==> src/rtl/load_store_unit.sv <==
// Sub-word load/store sequencer between execute and a 64 x 32-bit word-addressed data memory.
// Optional MISALIGN_TRAP_EN: misaligned H/W accesses raise resp_err instead of being force-aligned.
module load_store_unit #(
  parameter int unsigned ADDR_W     = 8,
  parameter int unsigned WORD_IDX_W = 6
) (
  input  logic                  clk,
  input  logic                  rst,
  input  logic                  req_valid,
  output logic                  req_ready,
  input  logic                  req_store,
  input  logic [2:0]            req_funct3,
  input  logic [ADDR_W-1:0]     req_addr,
  input  logic [31:0]           req_wdata,
  output logic                  resp_valid,
  output logic [31:0]           resp_rdata,
  output logic                  resp_err,
  output logic                  busy,
  output logic                  mem_read,
  output logic                  mem_write,
  output logic [WORD_IDX_W-1:0] mem_addr,
  output logic [31:0]           mem_wdata,
  input  logic [31:0]           mem_rdata
);

  localparam logic [1:0] ST_IDLE = 2'd0;
  localparam logic [1:0] ST_RD   = 2'd1;
  localparam logic [1:0] ST_WR   = 2'd2;
  localparam logic [1:0] ST_RESP = 2'd3;

  logic [1:0]            state_q, state_d;
  logic                  store_q, store_d;
  logic [2:0]            funct3_q, funct3_d;
  logic [ADDR_W-1:0]     addr_q, addr_d;
  logic [31:0]           wdata_q, wdata_d;
  logic                  req_ready_q, req_ready_d;
  logic                  resp_valid_q, resp_valid_d;
  logic [31:0]           resp_rdata_q, resp_rdata_d;
  logic                  resp_err_q, resp_err_d;
  logic                  mem_read_q, mem_read_d;
  logic                  mem_write_q, mem_write_d;
  logic [WORD_IDX_W-1:0] mem_addr_q, mem_addr_d;
  logic [31:0]           mem_wdata_q, mem_wdata_d;

  logic accept;
  logic illegal;
  logic misalign;

  // Load result: pick the lane, then sign- or zero-extend
  function automatic logic [31:0] extract(input logic [31:0] w, input logic [2:0] f3,
                                          input logic [1:0] lo);
    logic [7:0]  b;
    logic [15:0] h;
    logic [31:0] r;
    case (lo)
      2'd0:    b = w[7:0];
      2'd1:    b = w[15:8];
      2'd2:    b = w[23:16];
      default: b = w[31:24];
    endcase
    h = lo[1] ? w[31:16] : w[15:0];
    case (f3)
      3'b000:  r = {{24{b[7]}}, b};
      3'b001:  r = {{16{h[15]}}, h};
      3'b100:  r = {24'h0, b};
      3'b101:  r = {16'h0, h};
      default: r = w;
    endcase
    return r;
  endfunction

  // Store merge: overlay the store lane onto the word read back from memory
  function automatic logic [31:0] merge(input logic [31:0] w, input logic [2:0] f3,
                                        input logic [1:0] lo, input logic [31:0] wd);
    logic [31:0] r;
    r = w;
    case (f3[1:0])
      2'b00: begin
        case (lo)
          2'd0:    r[7:0]   = wd[7:0];
          2'd1:    r[15:8]  = wd[7:0];
          2'd2:    r[23:16] = wd[7:0];
          default: r[31:24] = wd[7:0];
        endcase
      end
      2'b01: begin
        if (lo[1]) r[31:16] = wd[15:0];
        else       r[15:0]  = wd[15:0];
      end
      default: r = wd;
    endcase
    return r;
  endfunction

  assign accept  = req_valid && req_ready_q;
  assign illegal = (req_funct3 == 3'b011) || (req_funct3[2:1] == 2'b11) ||
                   (req_store && req_funct3[2]);
`ifdef MISALIGN_TRAP_EN
  assign misalign = ((req_funct3[1:0] == 2'b01) && req_addr[0]) ||
                    ((req_funct3[1:0] == 2'b10) && (req_addr[1:0] != 2'b00));
`else
  assign misalign = 1'b0;
`endif

  // Next state and next registered outputs
  always_comb begin
    state_d      = state_q;
    store_d      = store_q;
    funct3_d     = funct3_q;
    addr_d       = addr_q;
    wdata_d      = wdata_q;
    req_ready_d  = 1'b0;
    resp_valid_d = 1'b0;
    resp_rdata_d = 32'h0;
    resp_err_d   = 1'b0;
    mem_read_d   = 1'b0;
    mem_write_d  = 1'b0;
    mem_addr_d   = '0;
    mem_wdata_d  = 32'h0;
    case (state_q)
      ST_IDLE: begin
        req_ready_d = !accept;
        if (accept) begin
          store_d  = req_store;
          funct3_d = req_funct3;
          addr_d   = req_addr;
          wdata_d  = req_wdata;
          if (illegal || misalign) begin
            state_d      = ST_RESP;
            resp_valid_d = 1'b1;
            resp_err_d   = 1'b1;
          end else if (req_store && (req_funct3[1:0] == 2'b10)) begin
            state_d     = ST_WR;
            mem_write_d = 1'b1;
            mem_addr_d  = WORD_IDX_W'(req_addr[ADDR_W-1:2]);
            mem_wdata_d = req_wdata;
          end else begin
            state_d    = ST_RD;
            mem_read_d = 1'b1;
            mem_addr_d = WORD_IDX_W'(req_addr[ADDR_W-1:2]);
          end
        end
      end
      ST_RD: begin
        if (store_q) begin
          state_d     = ST_WR;
          mem_write_d = 1'b1;
          mem_addr_d  = WORD_IDX_W'(addr_q[ADDR_W-1:2]);
          mem_wdata_d = merge(mem_rdata, funct3_q, addr_q[1:0], wdata_q);
        end else begin
          state_d      = ST_RESP;
          resp_valid_d = 1'b1;
          resp_rdata_d = extract(mem_rdata, funct3_q, addr_q[1:0]);
        end
      end
      ST_WR: begin
        state_d      = ST_RESP;
        resp_valid_d = 1'b1;
      end
      default: begin
        state_d     = ST_IDLE;
        req_ready_d = 1'b1;
      end
    endcase
  end

  always_ff @(posedge clk) begin
    if (rst) begin
      state_q      <= ST_IDLE;
      store_q      <= 1'b0;
      funct3_q     <= 3'b000;
      addr_q       <= '0;
      wdata_q      <= 32'h0;
      req_ready_q  <= 1'b1;
      resp_valid_q <= 1'b0;
      resp_rdata_q <= 32'h0;
      resp_err_q   <= 1'b0;
      mem_read_q   <= 1'b0;
      mem_write_q  <= 1'b0;
      mem_addr_q   <= '0;
      mem_wdata_q  <= 32'h0;
    end else begin
      state_q      <= state_d;
      store_q      <= store_d;
      funct3_q     <= funct3_d;
      addr_q       <= addr_d;
      wdata_q      <= wdata_d;
      req_ready_q  <= req_ready_d;
      resp_valid_q <= resp_valid_d;
      resp_rdata_q <= resp_rdata_d;
      resp_err_q   <= resp_err_d;
      mem_read_q   <= mem_read_d;
      mem_write_q  <= mem_write_d;
      mem_addr_q   <= mem_addr_d;
      mem_wdata_q  <= mem_wdata_d;
    end
  end

  assign req_ready  = req_ready_q;
  assign resp_valid = resp_valid_q;
  assign resp_rdata = resp_rdata_q;
  assign resp_err   = resp_err_q;
  assign mem_read   = mem_read_q;
  assign mem_write  = mem_write_q;
  assign mem_addr   = mem_addr_q;
  assign mem_wdata  = mem_wdata_q;
  assign busy       = accept || (state_q != ST_IDLE);

endmodule

==> config.mk <==
export PLATFORM = sky130hd
export DESIGN_NAME = load_store_unit
export DESIGN_NICKNAME = d
export VERILOG_FILES = /design/src/rtl/load_store_unit.sv
export SDC_FILE = /design/constraint.sdc
export NUM_CORES = 1
export LEC_CHECK = 0
export ABC_AREA = 1
export CORE_AREA = 2 2 112 114
export DETAILED_ROUTE_END_ITERATION = 10
export DIE_AREA = 0 0 114 116
export PLACE_DENSITY = 0.8
export SKIP_CTS_REPAIR_TIMING = 1
export SYNTH_ARGS = -nofsm -noshare
export SYNTH_HDL_FRONTEND = slang
export SYNTH_SLANG_ARGS = --single-unit
==> constraint.sdc <==
create_clock -name clk -period 1.6 [get_ports clk]
set_input_delay 0.48 -clock clk [delete_from_list [all_inputs] [get_ports clk]]
set_output_delay 0.48 -clock clk [all_outputs]
set_load 0.005 [all_outputs]
==> impl_results.md, run 1 <==
* Initial antenna violation count at 0
* Post-layout nets at 1,146
* Routed via count at 6,543
* Drt total wl at 20.8 mm
* CTS tree: built
* Critical Path End Type: output port
* Die Footprint at 13,200 um2
* Crit path required time at 1.12 ns
* Area leader, netlist: dfxtp_1
* Final ANT Viol Nets at 0
* Largest net degree at the start of global routing at 60
* Final instance area at 8900 um2
* Routed len/inst at 17.0 um
* CTS Buf Count at 17
* Grt total ovfl at 0
* Total number of yosys warnings at 0
* Leakage power at 5.20 nW
* CP top delay family: flip-flops
* Worst-path maximum fanout at 2
* Layout cells sized above 1 at 15.0%
* Power Internal at 8.27 mW
* CP cell instances: inv_2, ha_4, inv_2, nor2_4, inv_1, clkbuf_2
* Synth Instances at 865
* Synth cell types at 27
* Register bit count reported by yosys at 121
* Final min period at 1.72 ns
* Die W at 114 um
* Worst vdd ir at 1.05 mV
* Slowest stage delay, CP at 0.32 ns
* Status: complete, but fails checks
* Pwr Total at 12.9 mW
* Fin. max-slew vios at 0
* Port Buffer Count at 154
* Die Span Y at 116 um
* Clk sink count at 121
* Hold WS at 0.459 ns
* Hpwl dp at 13.8 mm
* Syn Area/Cell at 6.66 um2
* Site Rows at 40
* R2R Setup Slk at -0.11 ns
* Critical path class: reg -> out
* Worst Clk Skew at 0.00734 ns
* Max-cap violation count at 0
* Final hold vios at 0
* Slew headroom at 74.3%
* Seq pwr share at 29.6%
* Post-synth top area share at 42.0%
* Seq/Total Area, Yosys at 42.0%
* H-Tree Depth at 4
* RSZ-0062 raised after global routing: yes
* Final setup viols at 23
* Vias/cell at 5.36
* Crit start category: register
* IO Pins at 155
* # diodes at 0
* Root Buffer: clkbuf_16
* PD cells at 1450 nW/um2
* First-pass GRT wire length at 30.2 mm
* Area contributors post-synth: dfxtp_1 42%, nand2_1 18%, nand3_1 8.6%, a21oi_1 7.1%, o21ai_0 5.6%
* Arrival time worst endpoint at 1.24 ns
* CP dominant cell by count: inv_2
* All-Layer GR Usage at 29.7%
* Deepest clock path buffer count at 2
* Slowest CP cell: dfxtp_2
* Period utilization at 107%
* Slew at the pin closest to its max-slew limit at 0.385 ns
* Gate power share at 39.3%
* Core ar. at 11,900 um2
* First DRT Iteration DRCs at 791
* Area delta synth->final at 54.4%
* Bufs and invs on worst path at 4
* Global placement routability congestion at 0.978
* Area after DPL at 7780 um2
* DR pass1 iterations at 5
* Max Fclk at 582 MHz
* Syn_nets at 948
* Net switching power at 4.61 mW
* Drt drc at 0
* Hold WC Path Type: reg -> reg
* Switching part of the total at 35.8%
* Vias in the first global route at 5,755
* Worst-Skew Late Latency at 0.42 ns
* Failing checks: negative setup slack
* Initial Utilization at 48.4%
* Mapped Area at 5760 um2
* Post-route setup slack at -0.117 ns
* Clock share of power at 31.1%
* Clock-pin slew on the worst setup and hold paths at 0.05 ns
cell type report:
class                           instances  area [um2]
Fill cell                             899        3010
Inverter                               80         305
Timing Repair Buffer                  233        2510
Clock buffer                           22         494
Tap cell                              147         184
Multi-Input combinational cell        610        2860
Sequential cell                       121        2430
Clock inverter                          8         118
placed cells by master (no fill, tap or decap), drive strengths merged, types with 5 or more instances in the layout:
cell type | synthesis | routed
nand2 | 272 | 272
dfxtp | 121 | 121
nand3 | 102 | 102
a21oi | 83 | 83
inv | 80 | 80
clkdlybuf4s50 | 0 | 76
dlymetal6s2s | 0 | 76
buf | 31 | 76
o21ai | 67 | 67
nor2 | 64 | 64
clkbuf | 23 | 27
a211oi | 6 | 6
a21boi | 5 | 5
final timing paths:
check             cells past startpoint       start             to
setup / recovery                      6  state_q[1]           busy
hold / removal                        2   addr_q[6]      addr_q[6]
setup reg to reg                     12  state_q[1]  mem_wdata[19]
hold reg to reg                       2   addr_q[6]      addr_q[6]
flip-flops by register name (all words and copies together), names as in the netlist, 2 cells and up:
| register | flops |
|---|---|
| wdata_q | 32 |
| addr_q | 8 |
| state_q | 2 |
| mem_addr | 6 |
| resp_rdata | 32 |
| mem_wdata | 32 |
| funct3_q | 3 |
cells in the mapped netlist:
| cell type | count |
|---|---|
| inv_2 | 5 |
| nor3_1 | 2 |
| a211oi_1 | 6 |
| clkbuf_1 | 23 |
| o21ai_2 | 2 |
| nand2_2 | 3 |
| a22oi_1 | 1 |
| nor2_4 | 2 |
| dfxtp_1 | 121 |
| buf_6 | 4 |
| nor3_2 | 2 |
| nand3_1 | 99 |
| a21oi_1 | 82 |
| a21boi_0 | 5 |
| nor2_1 | 61 |
| nor2_2 | 1 |
| buf_4 | 6 |
| o21bai_1 | 2 |
| nand3_2 | 3 |
| inv_4 | 1 |
| a21oi_2 | 1 |
| ha_1 | 4 |
| buf_1 | 2 |
| inv_1 | 74 |
| buf_2 | 19 |
| nand2_1 | 269 |
| o21ai_0 | 65 |
power groups by stage:
stage / Combinational, mW / Sequential, mW / Clock (mW)
after floorplan: 2.77 / 3.79 / 0
after global placement: 4.58 / 3.84 / 0
after detailed placement: 4.63 / 3.84 / 0
after CTS: 4.70 / 3.79 / 4.00
after global routing: 5.55 / 3.86 / 4.15
final: 5.06 / 3.81 / 4.01
tightest hold or removal path: cells and delay by family, from the launching register on:
family | cells | cell delay [ns]
simple gates | 1 | 0.06
flops | 1 | 0.31
compound gates | 1 | 0.05
cell families (layout without fill, tap and decap cells):
family	Yosys count	after routing	synth area share (%)
adder cells (fa/ha/maj)	4	4	0.868
flip-flops	121	121	42.0
AND/OR/NAND/NOR	442	442	32.0
buffers and inverters	134	343	10.1
AO/OA/AOI/OAI	164	164	15.0
through the flow:
stage	setup slack, ns	utilization [%]	setup TNS, ns	instances
finish	-0.117	74.7	-1.43	1221
global route	-0.169	74.7	-3.35	1221
CTS	-0.573	70.5	-11.04	1209
detailed placement	-0.537	65.3	-29.55	1179
global placement	-0.540	65.3	-25.63	1179
floorplan	0.172	-	0	865
metal layers:
metal  global-route usage, %  wire, um  up-vias
met5                       0         0        -
met4                    12.4       667        0
met3                    6.38      1660       49
met2                    47.5      9640      330
met1                    39.2      8830     2995
li1                        -         -     3169
Note: power is estimated with default switching activity, not from simulation.
==> run 2: changes to the inputs <==
--- a/config.mk
+++ b/config.mk
@@ -9,6 +9,7 @@
 export CORE_AREA = 2 2 112 114
 export DETAILED_ROUTE_END_ITERATION = 10
 export DIE_AREA = 0 0 114 116
+export GPL_ROUTABILITY_DRIVEN = 0
 export PLACE_DENSITY = 0.8
 export SKIP_CTS_REPAIR_TIMING = 1
 export SYNTH_ARGS = -nofsm -noshare
==> run 2 against run 1 <==
Effect of this change:
- the run still ends with negative setup slack left
- cell area decreased by 1.3%
- global-route usage decreased by 1.9 points
- clock power increased by 1%
- die area unchanged
- critical path depth unchanged
==> impl_results.md, run 2 (synthesis results as in run 1) <==
* Slew at the pin closest to its max-slew limit at 0.417 ns
* Period utilization at 109%
* Post-layout nets at 1,129
* Crit path required time at 1.12 ns
* Max Fclk at 576 MHz
* Multi-input gate area at 2850 um2
* Fin. max-slew vios at 0
* Crit start category: register
* Routed via count at 6,438
* Dpl ws at -0.517 ns
* Post-route setup slack at -0.137 ns
* Critical Path End Type: output port
* Final instance area at 8780 um2
* Most frequent cells in the layout: 268 x nand2_1, 115 x dfxtp_1, 99 x nand3_1, 77 x dlymetal6s2s_1
* Layout cells sized above 1 at 13.3%
* Routed len/inst at 15.9 um
* DP Cell Count at 1,169
* Final hold vios at 0
* All-Layer GR Usage at 27.9%
* Die W at 114 um
* Initial antenna violation count at 0
* H-Tree Depth at 4
* CP cell instances: inv_2, ha_4, inv_2, nor2_4, inv_1, dlymetal6s2s_1
* Final ANT Viol Nets at 0
* Largest net degree at the start of global routing at 60
* Grt total ovfl at 0
* Final min period at 1.74 ns
* Leakage power at 5.11 nW
* Area delta synth->final at 52.4%
* DR pass1 iterations at 5
* Drt total wl at 19.2 mm
* Die Footprint at 13,200 um2
* CTS Buf Count at 17
* Drt drc at 0
* Slowest CP cell: dfxtp_2
* Max-cap violation count at 0
* Final setup viols at 2
* Critical path class: reg -> out
* IO Pins at 155
* Area after DPL at 7730 um2
* Port Buffer Count at 154
* First-pass GRT wire length at 28.7 mm
* Hold WS at 0.466 ns
* Commonest non-fill, non-tap cell in the layout: nand2_1
* Die Span Y at 116 um
* Root Buffer: clkbuf_16
* # diodes at 0
* First DRT Iteration DRCs at 715
* Worst Clk Skew at 0.00569 ns
* Clk sink count at 121
* Core Util, Final at 73.8%
* CTS tree: built
* Clock-pin slew on the worst setup and hold paths at 0.06 ns
* Site Rows at 40
* # fillers at 901
* Vias/cell at 5.34
* Worst-Skew Late Latency at 0.42 ns
* Vias in the first global route at 5,783
* Failing checks: negative setup slack
* Worst-path maximum fanout at 2
* Final Non-Filler Cells at 1,206
* Worst vdd ir at 1.23 mV
* Deepest clock path buffer count at 2
* Hold WC Path Type: reg -> reg
* Slew headroom at 72.2%
* Setup TNS at -0.163 ns
* Storage cell area at 2430 um2
* RSZ-0062 raised after global routing: yes
* PD cells at 1460 nW/um2
* Slowest stage delay, CP at 0.32 ns
* Core ar. at 11,900 um2
* CP dominant cell by count: inv_2
* Pwr Total at 12.8 mW
* Arrival time worst endpoint at 1.26 ns
* Status: complete, but fails checks
* Hpwl dp at 13.0 mm
* Initial Utilization at 48.4%
## run 2: path summary, 6_finish.rpt
check                  start           to  slack [ns]  cells after the start
hold / removal     addr_q[2]  mem_addr[0]        0.47                      2
hold reg to reg    addr_q[2]  mem_addr[0]        0.47                      2
setup reg to reg  state_q[1]   wdata_q[3]       -0.03                      9
setup / recovery  state_q[1]         busy       -0.14                      6
## run 2: cell type report
cell class                      count  share of cell area, %
Multi-Input combinational cell    610                   32.5
Sequential cell                   121                   27.7
Timing Repair Buffer              216                   27.1
Clock buffer                       20                   5.20
Inverter                           80                   3.48
Tap cell                          147                   2.09
Clock inverter                     12                   1.97
## run 2: worst max-delay path: cells and delay by family (launching register included)
kind	cells	cell delay (ns)
adders and majority gates	1	0.14
buffers and inverters	4	0.30
DFF	1	0.32
and+or+nand+nor	1	0.08
## run 2: routing by layer
layer / vias to the layer above / wire length [um] / track usage, %
li1: 3141 / - / -
met2: 366 / 8720 / 44.7
met3: 66 / 1860 / 7.17
met5: - / 0 / 0
met1: 2865 / 7910 / 35.4
met4: 0 / 716 / 12.9
## run 2: power by group
part | internal, mW | leakage (nW) | switching [mW]
logic | 2.07 | 3.83 | 2.85
clock network | 2.68 | 0.294 | 1.38
registers | 3.53 | 0.987 | 0.287
